==> config.mk <==
export PLATFORM = sky130hd
export DESIGN_NAME = gray_decode_tracker
export DESIGN_NICKNAME = d
export VERILOG_FILES = /design/src/rtl/gray_decode_tracker.sv
export SDC_FILE = /design/constraint.sdc
export NUM_CORES = 1
export LEC_CHECK = 0
export CORE_ASPECT_RATIO = 1.75
export CORE_MARGIN = 4
export CORE_UTILIZATION = 45
export CTS_BUF_LIST = sky130_fd_sc_hd__clkbuf_8
export CTS_CLUSTER_SIZE = 14
export DETAILED_ROUTE_END_ITERATION = 10
export HOLD_SLACK_MARGIN = 0.06
export PLACE_DENSITY = 0.7
export SETUP_SLACK_MARGIN = 0.05
export SLEW_MARGIN = 25
export SYNTH_ARGS = -nofsm -noshare
export SYNTH_HDL_FRONTEND = slang
export SYNTH_SLANG_ARGS = --single-unit
==> constraint.sdc <==
create_clock -name clk -period 7.3 [get_ports clk]
set_input_delay 0.73 -clock clk [delete_from_list [all_inputs] [get_ports clk]]
set_output_delay 0.73 -clock clk [all_outputs]
set_load 0.05 [all_outputs]
==> src/rtl/gray_decode_tracker.sv <==
// Gray-code position receiver: decodes each sampled Gray word to binary, classifies the move
// relative to the previous sample and keeps a wrapping signed position accumulator.
module gray_decode_tracker #(
   parameter int unsigned WIDTH = 3,
   parameter int unsigned POS_W = 8
) (
   input  logic             clk,
   input  logic             rst,
   input  logic             in_valid,
   input  logic [WIDTH-1:0] gray,
   input  logic             err_clr,
   output logic [WIDTH-1:0] bin,
   output logic             bin_valid,
   output logic             step_up,
   output logic             step_dn,
   output logic             err,
   output logic             sticky_err,
   output logic [POS_W-1:0] pos
);

   typedef enum logic [1:0] {StInit, StTrack, StFault} state_e;

   state_e           state_q, state_d;
   logic [WIDTH-1:0] ref_q, ref_d;
   logic [WIDTH-1:0] bin_q, bin_d;
   logic             bin_valid_q, bin_valid_d;
   logic             step_up_q, step_up_d;
   logic             step_dn_q, step_dn_d;
   logic             err_q, err_d;
   logic             sticky_q, sticky_d;
   logic [POS_W-1:0] pos_q, pos_d;
   logic [WIDTH-1:0] dec;
   logic [WIDTH-1:0] ref_inc, ref_dec;

   // Binary bit i is the XOR of all Gray bits at or above i.
   always_comb begin
      dec = '0;
      for (int i = 0; i < int'(WIDTH); i++) begin
         dec[i] = ^(gray >> i);
      end
   end

   assign ref_inc = ref_q + WIDTH'(1);
   assign ref_dec = ref_q - WIDTH'(1);

   always_comb begin
      state_d     = state_q;
      ref_d       = ref_q;
      bin_d       = bin_q;
      bin_valid_d = 1'b0;
      step_up_d   = 1'b0;
      step_dn_d   = 1'b0;
      err_d       = 1'b0;
      sticky_d    = sticky_q;
      pos_d       = pos_q;

      // Clear wins over a coincident sample, which is dropped.
      if (err_clr) begin
         sticky_d = 1'b0;
         state_d  = StInit;
      end else if (in_valid) begin
         bin_d       = dec;
         bin_valid_d = 1'b1;
         ref_d       = dec;
         unique case (state_q)
            StInit: state_d = StTrack;
            StTrack: begin
               if (dec == ref_q) begin
                  state_d = StTrack;
               end else if (dec == ref_inc) begin
                  step_up_d = 1'b1;
                  pos_d     = pos_q + POS_W'(1);
               end else if (dec == ref_dec) begin
                  step_dn_d = 1'b1;
                  pos_d     = pos_q - POS_W'(1);
               end else begin
                  err_d    = 1'b1;
                  sticky_d = 1'b1;
                  state_d  = StFault;
               end
            end
            StFault: state_d = StFault;
            default: state_d = StInit;
         endcase
      end
   end

   always_ff @(posedge clk or posedge rst) begin
      if (rst) begin
         state_q     <= StInit;
         ref_q       <= '0;
         bin_q       <= '0;
         bin_valid_q <= 1'b0;
         step_up_q   <= 1'b0;
         step_dn_q   <= 1'b0;
         err_q       <= 1'b0;
         sticky_q    <= 1'b0;
         pos_q       <= '0;
      end else begin
         state_q     <= state_d;
         ref_q       <= ref_d;
         bin_q       <= bin_d;
         bin_valid_q <= bin_valid_d;
         step_up_q   <= step_up_d;
         step_dn_q   <= step_dn_d;
         err_q       <= err_d;
         sticky_q    <= sticky_d;
         pos_q       <= pos_d;
      end
   end

   assign bin        = bin_q;
   assign bin_valid  = bin_valid_q;
   assign step_up    = step_up_q;
   assign step_dn    = step_dn_q;
   assign err        = err_q;
   assign sticky_err = sticky_q;
   assign pos        = pos_q;

endmodule

==> out/results.ini <==
[status]
status=finished, final reports clean

[logic_synthesis]
synth-seq-cells=18
syn_avg_cell_area_um2=10.49
synth_top_area_share_pct=35.50
async_flop_share_pct=100.0
synth_edf_count=0
yosysTopAreaCell=dfrtp_1
syn_nets=138
syn_area_um2=1269
postSynthCellCount=121
netlist_top_cells_area=dfrtp_1 (36%), ha_1 (8.9%), xnor2_1 (4.1%)
synth_seq_area_share_pct=35.50
synthDistinctLibCells=39
yosysWarnings=0
synth-main-ff-cell=dfrtp_1

[sta]
final-max-slew-violation-count=0
worstMarginPinSlew_ps=858.9
timing.clock.skew_ps=6.315
maxClockFrequency_ghz=0.2615
rsz0062_at_grt=no
post-route-min-period_ps=3824
setup_tns_ps=0
slew_headroom_pct=42.35
setup_viol=0
fin_crit_sh_pct=52.38
hold_viol=0

[route]
vias=936
vias_per_cell=5.538
drc=0
first_pass_iters=3
avgRoutedWirePerCell_um=14.91
routed_wl_mm=2.520
ant_nets=0
drt_iter0_markers=21

[worst_setup_path]
slowest_stage=o21ai_1
crit_fanout=10
cp.arrival_ps=3970
critPathTopFamily=compound AO/OA/AOI/OAI gates
worstPathRequired_ps=7440
cpPeakStageDelay_ps=690
endpoint_kind=flop
path_depth=11
cp-start-kind=input pin
critPathMostFrequentCell=xor2_1
worstSetupPathType=in2reg
crit_chain=clkdlybuf4s50_1 > xor2_2 > nor3_1 > o21ai_1 > ha_1 > o211ai_1 > o21ai_0 > o31ai_1 > xor2_1 > nor2_1 > xor2_1
worst_r2r_path_depth=12
critPathBufInv=1

[global_routing]
grt_max_degree=19
grt_antenna_before_repair=0
first_global_vias=981
gr-usage-all-layers_pct=16.26
overflow=0
grt_pass1_wl_mm=4.402

[die]
ios=23
dieArea_um2=3766
core_area_um2=2690
die_y_um=78.24
std_cell_rows=25
die_w_um=48.14
start_util_pct=47.16

[pwr]
power.switching_mw=0.2875
peakVddDrop_mv=0.1976
swShare_pct=46.35
comb_power_share_pct=61.9
p_int_mw=0.3328
cellPowerDensity_nw_per_um2=404.0
p_seq_share_pct=25.0
clockPowerShare_pct=13.2
power_leakage_nw=0.6783

[cells_and_area]
antenna_cells=0
fin_util_pct=57.07
area_growth_pct=21.01
mostFrequentLayoutCells=clkdlybuf4s50_1 (22), dfrtp_1 (18), nand2_1 (10), ha_1 (9)
layoutNonFillerInstCount=169
drive_gt1_share_pct=12.68
final_nets=160
mostFrequentLayoutCell=clkdlybuf4s50_1

[clock_network]
clk_latency_ps=260
cts_max_path_buffers=2
root_buffer=clkbuf_8
postCtsSetupBuffers=0
cts_made_buffers=3
cts_sinks=18
h-tree-depth=1
cts-resized-gates=0
tritoncts=done
path_clk_slew_ps=70
ctsHoldBuffers=0

[placement]
gp_congestion=0.8453
io_buffers=22
dpl.hpwl_mm=2.053
placed_cells=165

[worst_hold_path]
hp-class=reg2reg
hold_depth=1

[job]
drv_cap=0

-- final timing paths --
| check | from | slack (ps) | end |
|---|---|---|---|
| worst min register to register | sticky_err | 480 | sticky_err |
| min in group asynchronous | rst | 870 | pos[6] |
| max in group asynchronous | rst | 5990 | pos[5] |
| worst max-delay path | gray[1] | 3480 | pos[7] |
| worst min-delay path | sticky_err | 480 | sticky_err |
| worst max register to register | bin[0] | 3720 | pos[7] |
-- flip-flops by register name, indices dropped and copies added, names as in the netlist --
signal      flops
step_up         1
sticky_err      1
state_q         2
err             1
bin             3
step_dn         1
pos             8
bin_valid       1
-- cell families after synthesis --
family | synth area share, %
AO/OA/AOI/OAI | 15.29
XOR/XNOR | 14.00
adder cells (fa/ha/maj) | 10.45
buffers and inverters | 5.127
flip-flops | 35.50
multiplexers | 7.692
AND/OR/NAND/NOR | 11.93
-- layer usage --
metal	track usage [%]	up-vias	share of wire, %
li1	-	462	-
met1	17.05	452	36
met2	29.06	18	58
met3	1.606	4	3.3
met4	8.086	0	2.0
met5	0	-	0
-- power groups by stage --
stage	combinational (mW)	sequential (mW)	clock [mW]
3_5_place_dp	0.383	0.158	0
5_1_grt	0.419	0.161	0.0887
2_1_floorplan	0.211	0.234	0
6_report	0.384	0.155	0.0816
3_3_place_gp	0.374	0.158	0
4_1_cts	0.387	0.156	0.0841
-- cell type report --
class / instances / area [um^2]
multi-input cells: 92 / 753.2
fillers: 245 / 1155
flip-flops and latches: 18 / 450.4
clock buffers: 4 / 55.05
well taps: 27 / 33.78
inverters: 6 / 22.52
repair buffers: 22 / 220.2
-- synth_stat cells (2+ instances only) --
master	count
dfrtp_1	18
nand2_1	10
ha_1	9
a21oi_1	6
inv_1	6
nor2_1	6
o21ai_1	6
xnor2_1	6
o21ai_0	5
xor2_1	5
a21o_1	3
buf_6	3
nand2b_1	3
xnor2_2	3
a211oi_1	2
mux2_4	2
mux2i_1	2
nor3_1	2
nor3b_2	2
or3_1	2
xor2_2	2
-- stage by stage --
stage                     cell area [um^2]  hold WS [ps]  setup slack [ps]  power, mW
after floorplan                       1269         467.8              3840     0.4456
after global placement                1480         464.3              3403     0.5319
after detailed placement              1480         468.4              3218     0.5409
after CTS                             1535         483.8              3490     0.6272
after global routing                  1535         506.0              3190     0.6686
final                                 1535         477.3              3476     0.6202
Power figures use the tool's default switching activity.
